<file path="src/rtl/lsu_mem_ctrl.sv">
// lsu_mem_ctrl: byte-addressed load/store unit in front of a word-only memory (optional range check: LSU_RANGE_CHECK_EN)
module lsu_mem_ctrl #(
  parameter int DEPTH = 101
) (
  input  logic        clk,
  input  logic        rst,
  input  logic        req_valid_i,
  output logic        req_ready_o,
  input  logic [2:0]  req_op_i,
  input  logic [31:0] req_addr_i,
  input  logic [31:0] req_wdata_i,
  output logic        rsp_valid_o,
  output logic [31:0] rsp_rdata_o,
  output logic        rsp_err_o,
  output logic [31:0] mem_ad_o,
  output logic [31:0] mem_wr_o,
  output logic        mem_we_o,
  output logic        mem_re_o,
  input  logic [31:0] mem_rd_i
);
  typedef enum logic [1:0] {IDLE, READ, WRITE, RESP} state_t;
  localparam logic [2:0] LW = 3'd0, LB = 3'd1, LBU = 3'd2, LH = 3'd3, LHU = 3'd4, SW = 3'd5, SB = 3'd6, SH = 3'd7;
`ifdef LSU_RANGE_CHECK_EN
  localparam bit RANGE_CHK = 1'b1;
`else
  localparam bit RANGE_CHK = 1'b0;
`endif
  state_t      state_q, state_d;
  logic [2:0]  op_q, op_d;
  logic [1:0]  lane_q, lane_d;
  logic [15:0] wdata_q, wdata_d;
  logic [31:0] rdata_q, rdata_d, ad_q, ad_d, wr_q, wr_d;
  logic        err_q, err_d, rsp_valid_q, we_q, re_q;
  logic [31:0] idx, ld_v, st_v;
  logic        mis, oor, acc_err;
  logic [4:0]  sh_b, sh_h;
  logic [7:0]  byte_v;
  logic [15:0] half_v;
  // Accept-time checks plus load extraction and store merge on the word just read
  always_comb begin
    idx = {2'b00, req_addr_i[31:2]};
    mis = (req_op_i == LW || req_op_i == SW) ? |req_addr_i[1:0] :
          (req_op_i == LH || req_op_i == LHU || req_op_i == SH) ? req_addr_i[0] : 1'b0;
    oor = RANGE_CHK && (idx >= 32'(DEPTH));
    acc_err = mis || oor;
    sh_b = {lane_q, 3'b000};
    sh_h = {lane_q[1], 4'b0000};
    byte_v = 8'(mem_rd_i >> sh_b);
    half_v = lane_q[1] ? mem_rd_i[31:16] : mem_rd_i[15:0];
    ld_v = op_q == LB  ? {{24{byte_v[7]}}, byte_v} :
           op_q == LBU ? {24'b0, byte_v} :
           op_q == LH  ? {{16{half_v[15]}}, half_v} :
           op_q == LHU ? {16'b0, half_v} : mem_rd_i;
    st_v = op_q == SB ? (mem_rd_i & ~(32'hFF << sh_b)) | ({24'b0, wdata_q[7:0]} << sh_b) :
                        (mem_rd_i & ~(32'hFFFF << sh_h)) | ({16'b0, wdata_q} << sh_h);
  end
  // Next-state and next values of the registered memory/response outputs
  always_comb begin
    state_d = state_q;
    op_d = op_q;
    lane_d = lane_q;
    wdata_d = wdata_q;
    rdata_d = rdata_q;
    err_d = err_q;
    ad_d = ad_q;
    wr_d = wr_q;
    case (state_q)
      IDLE: if (req_valid_i) begin
        op_d = req_op_i;
        lane_d = req_addr_i[1:0];
        wdata_d = req_wdata_i[15:0];
        rdata_d = '0;
        err_d = acc_err;
        state_d = acc_err ? RESP : req_op_i == SW ? WRITE : READ;
        ad_d = acc_err ? ad_q : idx;
        wr_d = (!acc_err && req_op_i == SW) ? req_wdata_i : wr_q;
      end
      READ: begin
        state_d = op_q >= SW ? WRITE : RESP;
        rdata_d = op_q >= SW ? '0 : ld_v;
        wr_d = op_q >= SW ? st_v : wr_q;
      end
      WRITE: state_d = RESP;
      default: state_d = IDLE;
    endcase
  end
  // State and all memory-facing strobes are flops so the memory never sees glitches
  always_ff @(posedge clk) begin
    if (rst) begin
      state_q <= IDLE;
      op_q <= LW;
      lane_q <= '0;
      wdata_q <= '0;
      rdata_q <= '0;
      err_q <= 1'b0;
      ad_q <= '0;
      wr_q <= '0;
      rsp_valid_q <= 1'b0;
      we_q <= 1'b0;
      re_q <= 1'b0;
    end else begin
      state_q <= state_d;
      op_q <= op_d;
      lane_q <= lane_d;
      wdata_q <= wdata_d;
      rdata_q <= rdata_d;
      err_q <= err_d;
      ad_q <= ad_d;
      wr_q <= wr_d;
      rsp_valid_q <= state_d == RESP;
      we_q <= state_d == WRITE;
      re_q <= state_d == READ;
    end
  end
  assign req_ready_o = state_q == IDLE;
  assign rsp_valid_o = rsp_valid_q;
  assign rsp_rdata_o = rdata_q;
  assign rsp_err_o = err_q;
  assign mem_ad_o = ad_q;
  assign mem_wr_o = wr_q;
  assign mem_we_o = we_q;
  assign mem_re_o = re_q;
endmodule

</file>
<file path="config.mk">
export PLATFORM = sky130hd
export DESIGN_NAME = lsu_mem_ctrl
export DESIGN_NICKNAME = d
export VERILOG_FILES = /design/src/rtl/lsu_mem_ctrl.sv
export SDC_FILE = /design/constraint.sdc
export NUM_CORES = 1
export LEC_CHECK = 0
export BUFFER_PORTS_ARGS = -buffer_cell sky130_fd_sc_hd__clkbuf_2
export CELL_PAD_IN_SITES_DETAIL_PLACEMENT = 2
export CELL_PAD_IN_SITES_GLOBAL_PLACEMENT = 2
export CORE_MARGIN = 5
export CORE_UTILIZATION = 28
export CTS_BUF_LIST = sky130_fd_sc_hd__clkbuf_16
export DETAILED_ROUTE_END_ITERATION = 8
export HOLD_SLACK_MARGIN = 0.1
export PLACE_DENSITY = 0.84
export SYNTH_ARGS = -nofsm -noshare
export SYNTH_HDL_FRONTEND = slang
export SYNTH_SLANG_ARGS = --single-unit
</file>
<file path="constraint.sdc">
create_clock -name clk -period 2.3 [get_ports clk]
set_input_delay 0.115 -clock clk [delete_from_list [all_inputs] [get_ports clk]]
set_output_delay 0.115 -clock clk [all_outputs]
set_load 0.01 [all_outputs]
</file>
==> flow_summary.json <==
{
  "routedWlPerCell_microns": 22.1,
  "power_frac_clock": 0.296,
  "post_cts_resized": 0,
  "cp_cell_sequence": "dlygate4sd3_1, clkbuf_2, nand2b_1, o41ai_2, nand3_1, o21ai_1, a211oi_1",
  "synthXorXnorAreaFrac": 0.00150,
  "place_worst_setup_slack_ns": 0.155,
  "drive_above_1_share": 0.307,
  "via_count": 6413,
  "multiInputGateArea_sq_um": 3120,
  "syn_to_final_growth_pct": 47.1,
  "syn_area_per_cell_sq_um": 8.58,
  "use_met2": 0.401,
  "worst_setup_path_start_kind": "primary input",
  "combPwrFrac": 0.386,
  "reg2reg_from": "state_q[0]",
  "yosysWarnings": 0,
  "reg2reg_slack_ns": 0.21,
  "min_period_ns": 2.17,
  "n_antenna_cell": 0,
  "hold_path_class": "in2reg",
  "finalCritPeriodShare": 0.943,
  "top_usage_layer": "met2",
  "required_ns": 2.60,
  "antenna_left": 0,
  "ys_ff_latch": 121,
  "endpoint_kind": "flip-flop",
  "clock-sinks": 121,
  "synth_ff_type": "dfxtp_1",
  "cts_buffer_depth": 2,
  "ys_seq_area_frac": 0.415,
  "rows": 52,
  "hold_end": "rsp_rdata_o[13]",
  "clockRootBuffer": "clkbuf_16",
  "fp.coreArea_sq_um": 20400,
  "grt_pass1_wl_mm": 42.5,
  "seqPwrFrac": 0.318,
  "power.density_nw_per_um2": 1050,
  "grt_setup_unrepaired": "false",
  "grt_max_degree": 39,
  "use_met1": 0.271,
  "ioPinCount": 203,
  "placed_cell_area_sq_um": 7150,
  "die_h_microns": 154,
  "vias_per_cell": 5.18,
  "path_max_fanout": 16,
  "setup_ws_ns": 0.131,
  "fin_area_sq_um": 8580,
  "grt_usage": 0.226,
  "holdWs_ns": 0.117,
  "yosys.area.top_type_share": 0.415,
  "place_congestion": 0.800,
  "yosys.area.top_type": "dfxtp_1",
  "path_class": "in2reg",
  "crit_path_top_delay_cell": "nand3_1",
  "h-tree-depth": 4,
  "drtIter0Drc": 350,
  "synth_edf_count": 0,
  "synth-compound-area-share": 0.235,
  "worstHoldStart": "mem_rd_i[29]",
  "fin_total_pwr_mw": 9.01,
  "portBuffers": 200,
  "numCtsBuffers": 17,
  "synthMuxAreaShare": 0.114,
  "p_leak_nw": 3.82,
  "start_util": 0.286,
  "drcViolationCount": 0,
  "holdPathStages": 3,
  "rr_endpoint": "rsp_rdata_o[7]",
  "hold_violations": 0,
  "grt_overflow": 0,
  "tns_ns": 0,
  "slew_violations": 0,
  "fin_nets": 1064,
  "maxSlewHeadroom": 0.516,
  "outcome": "complete, no violations",
  "skew_ns": 0.00859,
  "syn_inst": 680,
  "synth-adder-area-share": 0.00858,
  "tightest_slew_ns": 0.724,
  "cts_tree": "done",
  "final-setup-viol-count": 0,
  "die_w_microns": 154,
  "synth-simple-area-share": 0.171,
  "grt_use_met3": 0.0576,
  "synth_cell_type_count": 51,
  "r2r_cells": 8,
  "syn_area_sq_um": 5830,
  "grt_pass1_vias": 7225,
  "seq_area_sq_um": 2420,
  "dieArea_sq_um": 23800,
  "fill_cells": 2240,
  "intPower_mw": 5.61,
  "drv_cap": 0,
  "p_sw_mw": 3.40,
  "synth.area.top_cells": "dfxtp_1, mux2i_1, nand2_1",
  "cp_slowest_stage_delay_ns": 0.60,
  "antenna_found_initial": 0,
  "clk_pin_slew_ns": 0.05,
  "synth_top_family_by_area": "compound AO/OA/AOI/OAI gates",
  "fmax_mhz": 461,
  "totalWireLength_mm": 27.3,
  "switching_share": 0.378,
  "async_flop_share": 0,
  "clk_latency_ns": 0.43,
  "vdd_ir_drop_max_mv": 0.615,
  "arrival_ns": 2.46,
  "dp_hpwl_mm": 18.2,
  "firstDrtPassIters": 5
}
## critical path, delay by kind of cell
family	cells	cell delay (ns)
buffers and inverters	2	0.68
AOI/OAI and AO/OA	3	0.85
and+or+nand+nor	2	0.81
## synth_stat cells (all sizes together), types with 2 or more instances
cell type and n:
ha 4, o22ai 17, nand2b 20, a211oi 16, clkbuf 27, a22oi 23
or3 2, nor3b 2, and2 4, a31o 16, nand2 94, nand3 3
and3b 2, o21ai 46, mux2i 47, mux4 8, nor2b 3, a21oi 48
o2bb2ai 16, dfxtp 121, nor2 86, buf 29, inv 8, nor3 6
o211ai 17
## area by class of cell
type / count / area share
multi-input combinational: 496 / 0.363
sequential: 121 / 0.282
timing repair buffer: 314 / 0.246
clock buffer: 17 / 0.0496
tap: 270 / 0.0394
clock inverter: 13 / 0.0162
inverter: 8 / 0.00350
## worst max path at each step
stage / start / to
3_5_place_dp: req_addr_i[0] / mem_ad_o[13]
2_1_floorplan: state_q[0] / rsp_rdata_o[3]
4_1_cts: req_addr_i[0] / mem_ad_o[2]
3_3_place_gp: req_addr_i[0] / mem_ad_o[6]
5_1_grt: req_addr_i[0] / mem_wr_o[30]
6_report: req_addr_i[0] / mem_wr_o[30]
## flip-flops by register name (all words and copies together) (netlist names)
signal       count
rsp_rdata_o     32
wdata_q         16
mem_we_o         1
mem_wr_o        32
mem_ad_o        30
lane_q           2
rsp_valid_o      1
rsp_err_o        1
op_q             3
mem_re_o         1
state_q          2
## what timing repair did
action / CTS / global route
setup buffers: 0 / 5
endpoints found under the setup margin: 0 / 16
hold buffers: 81 / 0
endpoints found under the hold margin: 92 / 0
## through the flow
stage | util | instances
after floorplan | - | 681
after global placement | 0.351 | 1123
after detailed placement | 0.351 | 1123
after CTS | 0.418 | 1234
after global routing | 0.421 | 1239
final | 0.421 | 1239
## power groups by stage
stage / registers, mW / logic, mW / clock network (mW)
floorplan: 2.98 / 1.88 / 0
global placement: 2.87 / 3.13 / 0
detailed placement: 2.89 / 3.22 / 0
CTS: 2.86 / 3.39 / 2.70
global route: 2.92 / 3.78 / 2.81
finish: 2.86 / 3.47 / 2.67
## layer usage
layer,vias to the layer above,part of all wire
met4,0,0.015
li1,2981,-
met3,32,0.071
met1,3159,0.41
met5,-,0
met2,241,0.51
## layout by cell type, fill, tap and decap left out, drive strengths merged, types with 17 or more instances in the layout
| cell type | synthesis | layout |
|---|---|---|
| nand2b | 20 | 20 |
| o22ai | 17 | 17 |
| o211ai | 17 | 17 |
| clkbuf | 27 | 216 |
| mux2i | 47 | 47 |
| o21ai | 46 | 46 |
| a21oi | 48 | 48 |
| a22oi | 23 | 23 |
| nand2 | 94 | 94 |
| nor2 | 86 | 86 |
| dlygate4sd3 | 0 | 81 |
| dfxtp | 121 | 121 |
| buf | 29 | 34 |
## cells by family (layout without fill, tap and decap cells)
kind of cell,after synthesis,after routing
compound gates,206,206
flops,121,121
mux,56,56
simple gates,227,227
fa+ha+maj,4,4
other cells,1,2
buf+inv,64,352
xor+xnor,1,1
(Power assumes the default switching activity.)
